<file path="src/rtl/fc_layer_scheduler.sv">
// Time-multiplexed fully-connected layer sequencer: one shared signed MAC walks
// OUT_SIZE neurons, streaming operands from synchronous memories by address.
module fc_layer_scheduler #(
  parameter int IN_SIZE   = 1152,
  parameter int OUT_SIZE  = 10,
  parameter int W         = 8,
  parameter int ACC_WIDTH = 28,
  localparam int IAW = (IN_SIZE > 1) ? $clog2(IN_SIZE) : 1,
  localparam int WAW = (OUT_SIZE * IN_SIZE > 1) ? $clog2(OUT_SIZE * IN_SIZE) : 1,
  localparam int NAW = (OUT_SIZE > 1) ? $clog2(OUT_SIZE) : 1
) (
  input  logic                clk,
  input  logic                reset_n,
  input  logic                start,
  output logic                busy,
  output logic                done,
  output logic [IAW-1:0]      in_addr,
  input  logic signed [W-1:0] in_data,
  output logic [WAW-1:0]      w_addr,
  input  logic signed [W-1:0] w_data,
  output logic [NAW-1:0]      b_addr,
  input  logic signed [W-1:0] b_data,
  output logic                out_valid,
  input  logic                out_ready,
  output logic [NAW-1:0]      out_idx,
  output logic [W-1:0]        out_data
);

  // state | meaning
  // IDLE  | waiting for start; addresses hold
  // PRIME | first operand addresses of a neuron are on the bus
  // ACCUM | one MAC per cycle, k = 0 .. IN_SIZE-1
  // WRITE | result presented until out_ready
  // DONE  | one-cycle done pulse, busy already low
  typedef enum logic [2:0] {
    IDLE  = 3'd0,
    PRIME = 3'd1,
    ACCUM = 3'd2,
    WRITE = 3'd3,
    DONE  = 3'd4
  } state_t;

  localparam logic [IAW-1:0] K_LAST = IAW'(IN_SIZE - 1);
  localparam logic [NAW-1:0] N_LAST = NAW'(OUT_SIZE - 1);

  state_t                      state;
  logic [NAW-1:0]              neuron;
  logic [IAW-1:0]              k;
  logic signed [ACC_WIDTH-1:0] acc;
  logic signed [ACC_WIDTH-1:0] acc_next;
  logic signed [2*W-1:0]       prod;
  logic signed [ACC_WIDTH-1:0] prod_ext;
  logic signed [ACC_WIDTH-1:0] bias_ext;

  assign prod     = in_data * w_data;
  assign prod_ext = {{(ACC_WIDTH - 2*W){prod[2*W-1]}}, prod};
  assign bias_ext = {{(ACC_WIDTH - W){b_data[W-1]}}, b_data};

  // Bias is folded into the first product so no extra cycle is spent on it.
  always_comb begin
    acc_next = acc + prod_ext;
    if (k == '0) begin
      acc_next = bias_ext + prod_ext;
    end
  end

  function automatic logic [W-1:0] act(input logic signed [ACC_WIDTH-1:0] a);
    logic [W-1:0] r;
    if (a[ACC_WIDTH-1] || (a == '0)) begin
      r = '0;
    end else if (|a[ACC_WIDTH-2:W-1]) begin
      r = {1'b0, {(W-1){1'b1}}};
    end else begin
      r = a[W-1:0];
    end
    return r;
  endfunction

  always_ff @(posedge clk or negedge reset_n) begin
    if (!reset_n) begin
      state     <= IDLE;
      neuron    <= '0;
      k         <= '0;
      acc       <= '0;
      busy      <= 1'b0;
      done      <= 1'b0;
      out_valid <= 1'b0;
      out_idx   <= '0;
      out_data  <= '0;
      in_addr   <= '0;
      w_addr    <= '0;
      b_addr    <= '0;
    end else begin
      done <= 1'b0;
      case (state)
        IDLE: begin
          if (start) begin
            state   <= PRIME;
            neuron  <= '0;
            busy    <= 1'b1;
            in_addr <= '0;
            w_addr  <= '0;
            b_addr  <= '0;
          end
        end
        PRIME: begin
          state <= ACCUM;
          k     <= '0;
          if (in_addr != K_LAST) begin
            in_addr <= in_addr + 1'b1;
            w_addr  <= w_addr + 1'b1;
          end
        end
        ACCUM: begin
          acc <= acc_next;
          k   <= k + 1'b1;
          // Addresses run one element ahead of k and park on the last element.
          if (in_addr != K_LAST) begin
            in_addr <= in_addr + 1'b1;
            w_addr  <= w_addr + 1'b1;
          end
          if (k == K_LAST) begin
            state     <= WRITE;
            k         <= '0;
            out_valid <= 1'b1;
            out_idx   <= neuron;
            out_data  <= act(acc_next);
          end
        end
        WRITE: begin
          if (out_ready) begin
            out_valid <= 1'b0;
            if (neuron == N_LAST) begin
              state <= DONE;
              done  <= 1'b1;
              busy  <= 1'b0;
            end else begin
              state   <= PRIME;
              neuron  <= neuron + 1'b1;
              in_addr <= '0;
              w_addr  <= w_addr + 1'b1;
              b_addr  <= neuron + 1'b1;
            end
          end
        end
        DONE: begin
          state <= IDLE;
        end
        default: begin
          state <= IDLE;
        end
      endcase
    end
  end

endmodule

</file>
<file path="config.mk">
export PLATFORM = sky130hd
export DESIGN_NAME = fc_layer_scheduler
export DESIGN_NICKNAME = d
export VERILOG_FILES = /design/src/rtl/fc_layer_scheduler.sv
export SDC_FILE = /design/constraint.sdc
export NUM_CORES = 1
export LEC_CHECK = 0
export ABC_AREA = 1
export BUFFER_PORTS_ARGS = -buffer_cell sky130_fd_sc_hd__buf_4
export CORE_MARGIN = 1
export CORE_UTILIZATION = 60
export CTS_CLUSTER_SIZE = 8
export DETAILED_ROUTE_END_ITERATION = 10
export PLACE_DENSITY = 0.87
export SYNTH_ARGS = -nofsm -noshare
export SYNTH_HDL_FRONTEND = slang
export SYNTH_SLANG_ARGS = --single-unit
</file>
<file path="constraint.sdc">
create_clock -name clk -period 2.8 [get_ports clk]
set_clock_uncertainty 0.1 [all_clocks]
set_input_delay 0.28 -clock clk [delete_from_list [all_inputs] [get_ports clk]]
set_output_delay 0.28 -clock clk [all_outputs]
set_load 0.01 [all_outputs]
</file>
==> results of run 1 <==
cells in the mapped netlist (2+ instances only):
cell type,n,area (µm²)
a21o_1,2,15.0
a21oi_1,62,310
a31oi_1,14,87.6
and2_1,2,12.5
buf_6,2,22.5
clkbuf_1,24,90.1
dfrtp_1,86,2150
fa_1,57,1140
ha_1,78,976
inv_1,303,1140
inv_2,5,18.8
nand2_1,447,1680
nand2_2,3,18.8
nand3_1,115,576
nand3_2,3,30.0
nand3b_1,14,105
nand4_1,21,131
nor2_1,102,383
nor2_4,2,22.5
nor3_1,24,120
nor3b_1,5,37.5
nor4_1,3,18.8
o21a_1,4,30.0
o21ai_0,54,270
o21ai_1,11,55.1
o21bai_1,2,15.0
o22ai_1,4,25.0
o31ai_1,2,15.0
o32ai_1,4,35.0
or2_2,12,75.1
xnor2_1,10,87.6
xor2_1,18,158
logic make-up after synthesis:
family | count (synthesis) | share of synthesized area
and+or+nand+nor | 756 | 0.327
DFF | 86 | 0.217
AOI/OAI and AO/OA | 161 | 0.0883
adders and majority gates | 135 | 0.214
buffers and inverters | 336 | 0.129
xor gates and xnor gates | 28 | 0.0248
what timing repair did:
item                       4_1_cts
setup endpoints to repair       33
hold endpoints to repair        86
cloned                           1
gates resized for setup        229
pin swaps                      104
buffers inserted                32
hold buffers                     1
per-layer routing:
metal	track usage	GRT overflow
met1	0.686	0
met2	0.895	21
met3	0.477	2
met4	0.702	24
met5	0.135	0
per-stage QoR:
| step | hold slack (ns) | TNS, ns |
|---|---|---|
| floorplan | -0.116 | -68.55 |
| global placement | 0.250 | -86.73 |
| detailed placement | 0.253 | -97.01 |
| CTS | 0.112 | -78.85 |
==> flow_summary.toml, run 1 <==
[status]
status = "aborted with a tool error"
lastStage = "global routing"
error = "[ERROR GRT-0116] Global routing finished with congestion. Check the congestion regions in the DRC Viewer."

[die]
start_util = 0.619
boundaryPins = 72
die_y_um = 130
die_width_um = 130
num_rows = 46

[cts]
cts_root_buf = "clkbuf_16"
htreeDepth = 3
cts_buffer_depth = 2
clkSinkCount = 86
cts_buffers = 9

[global_routing]
grt_max_degree = 87
grt_pass1_wl_um = 86600
first_global_vias = 15270
grt_overflow = 47
grt_use_total = 0.685

[synthesis]
synth_enable_flop_cells = 0
netlist_area_um2 = 9910
ys_warn_count = 0
netlist-cell-type-count = 39
synthArstFlopShare = 1.00
postSynthAreaPerCell_um2 = 6.60
ys_ff_latch = 86
synth_fp_nets = 1665
yosysSeqAreaShare = 0.217
synthFlopType = "dfrtp_1"
syn_inst = 1502

[placement]
port_buffers = 71
gp_congestion = 0.991
place_ws_ns = -3.82
dp_hpwl_um = 25400
place_inst = 1968
dpl_cell_area_um2 = 12900
==> run 2, diff against run 1 <==
- CORE_UTILIZATION: 60 -> 40
- CTS_CLUSTER_SIZE: 8 -> unset
- PLACE_DENSITY: 0.87 -> unset
- PLACE_DENSITY_LB_ADDON: unset -> 0.15
==> flow_summary.toml, run 2 <==
[placement]
port_buffers = 71
dp_hpwl_um = 24000
dpl_cell_area_um2 = 13200
gp_congestion = 0.914

[worst_setup_path]
slowest_delay_ns = 0.53
cp-startpoint = "w_data[7]"
timing.rr.start = "acc[0]"
cp.arrival_ns = 6.11
critical_path_peak_fanout = 7
cp.required_ns = 2.95
end_kind = "flop"
cp_slowest_cell = "fa_1"
critPathLaunchType = "primary input"
path_class = "primary input to flop"

[die]
start_util = 0.407
boundaryPins = 72
die_width_um = 159
num_rows = 57
die_y_um = 159
dieArea_um2 = 25400
core_area_um2 = 24300

[cts]
tritoncts = "yes"
clkSinkCount = 86
cts_buffer_depth = 2
cts_buffers = 9
insertion_delay_ns = 0.36
cts_root_buf = "clkbuf_16"
htreeDepth = 3
path_clk_slew_ns = 0.07

[sta]
relSlewSlack = 0.396
fmax_ghz = 0.168
fin_crit_ns = 5.96
finalSetupViolations = 32
maxSlewViolCount = 0
final_hold_viol_count = 0
post-route-period-util = 2.13
tightest_slew_ns = 0.906
rsz0062_at_grt = "true"
finalWorstSetupSlack_ns = -3.16

[synthesis]
synth_top_area_share = 0.217
synth.area.top_cells = "dfrtp_1 22%, nand2_1 17%, fa_1 12%, inv_1 11%, ha_1 9.9%"
syn_inst = 1502
synthArstFlopShare = 1.00
synth_enable_flop_cells = 0
yosys.area.top_type = "dfrtp_1"
yosysMostFrequentCell = "nand2_1"
synthFlopType = "dfrtp_1"
yosysSeqAreaShare = 0.217
postSynthAreaPerCell_um2 = 6.60
ys_warn_count = 0
ys_top_cells_by_count = "447 x nand2_1, 303 x inv_1, 115 x nand3_1, 102 x nor2_1, 86 x dfrtp_1"
ys_ff_latch = 86
netlist-cell-type-count = 39
synth_fp_nets = 1665
netlist_area_um2 = 9910

[global_routing]
grt_pass1_wl_um = 51900
grt_use_total = 0.252
grt_max_degree = 68
first_global_vias = 10625
grt_overflow = 0
antenna_found_initial = 0

[drt]
drc = 0
first_pass_iters = 6
routed_via_density = 4.97
num_vias = 10735
post_drt_wl_per_cell_um = 15.0
drt-initial-drc-count = 468
ant_nets = 0
wl_um = 32300

[finish]
reg_top3 = "acc x28, w_addr x14"
diodes = 0
area_growth_syn_to_layout_pct = 58.9
fin_nets = 1992
fill_cells = 2034
largest_reg_flops = 28
final_common_cell = "nand2_1"
regMostFlops = "acc"
layout_common_cells = "330 x nand2_1, 275 x buf_4, 244 x inv_1"
layout-drive-gt1-share = 0.430
fin_area_um2 = 15700

[hold_path]
hp-start = "out_ready"
hp-class = "primary input to flop"

[run]
drv_cap = 0

[status]
status = "finished with violations"
violations = "setup timing"
-- run 2: cell families after synthesis --
| kind of cell | count (synthesis) | synth area share |
|---|---|---|
| AOI/OAI and AO/OA | 161 | 0.0883 |
| adders and majority gates | 135 | 0.214 |
| and+or+nand+nor | 756 | 0.327 |
| DFF | 86 | 0.217 |
| xor gates and xnor gates | 28 | 0.0248 |
| buffers and inverters | 336 | 0.129 |
-- run 2: stage by stage --
stage	TNS (ns)	setup WS, ns	utilization	instances	hold WS (ns)
after floorplan	-68.55	-2.95	-	1502	-0.116
after global placement	-90.00	-3.63	0.541	2088	0.365
after detailed placement	-91.58	-3.68	0.541	2088	0.363
after CTS	-74.48	-3.03	0.606	2129	0.116
after global routing	-83.50	-3.41	0.647	2158	0.132
final	-76.79	-3.16	0.647	2158	0.110
-- run 2: final timing paths --
check / slack, ns / end / cells after the start
max: -3.16 / out_data[5] / 38
min: 0.11 / state[2] / 3
max reg2reg: -0.22 / out_data[5] / 20
min reg2reg: 0.39 / out_idx[3] / 2
max in group asynchronous: 1.35 / done / 3
min in group asynchronous: 0.46 / acc[14] / 2
-- run 2: worst max-delay path, delay by kind of cell --
family / cells / cell delay [ns]
adder cells (fa/ha/maj): 6 / 2.45
AND/OR/NAND/NOR: 14 / 1.36
buffers and inverters: 8 / 0.76
AO/OA/AOI/OAI: 9 / 1.06
XOR/XNOR: 1 / 0.17
-- run 2: area by class of cell --
| cell class | count | area (µm²) | area share |
|---|---|---|---|
| flip-flops and latches | 86 | 2150 | 0.137 |
| multi-input cells | 1080 | 8800 | 0.559 |
| clock inverters | 7 | 78.8 | 0.00501 |
| inverters | 308 | 1180 | 0.0747 |
| well taps | 324 | 405 | 0.0258 |
| clock buffers | 9 | 225 | 0.0143 |
| repair buffers | 344 | 2900 | 0.184 |
-- run 2: repair_timing --
item | 4_1_cts | 5_1_grt
hold buffers | 1 | 0
pin swaps | 104 | 157
gates resized for setup | 265 | 187
hold endpoints to repair | 25 | 0
setup buffers | 25 | 37
endpoints found under the setup margin | 32 | 36
-- run 2: metal layers --
layer | vias to the layer above | routed length [µm] | GRT usage | share of wire
li1 | 5366 | - | - | -
met1 | 5133 | 14300 | 0.326 | 0.44
met2 | 184 | 16200 | 0.445 | 0.50
met3 | 52 | 957 | 0.0284 | 0.030
met4 | 0 | 894 | 0.0682 | 0.028
met5 | - | 0 | 0 | 0
Power of run 2 is not shown: default switching activity piles up to over one toggle a cycle in this logic, so the estimate is an artifact.
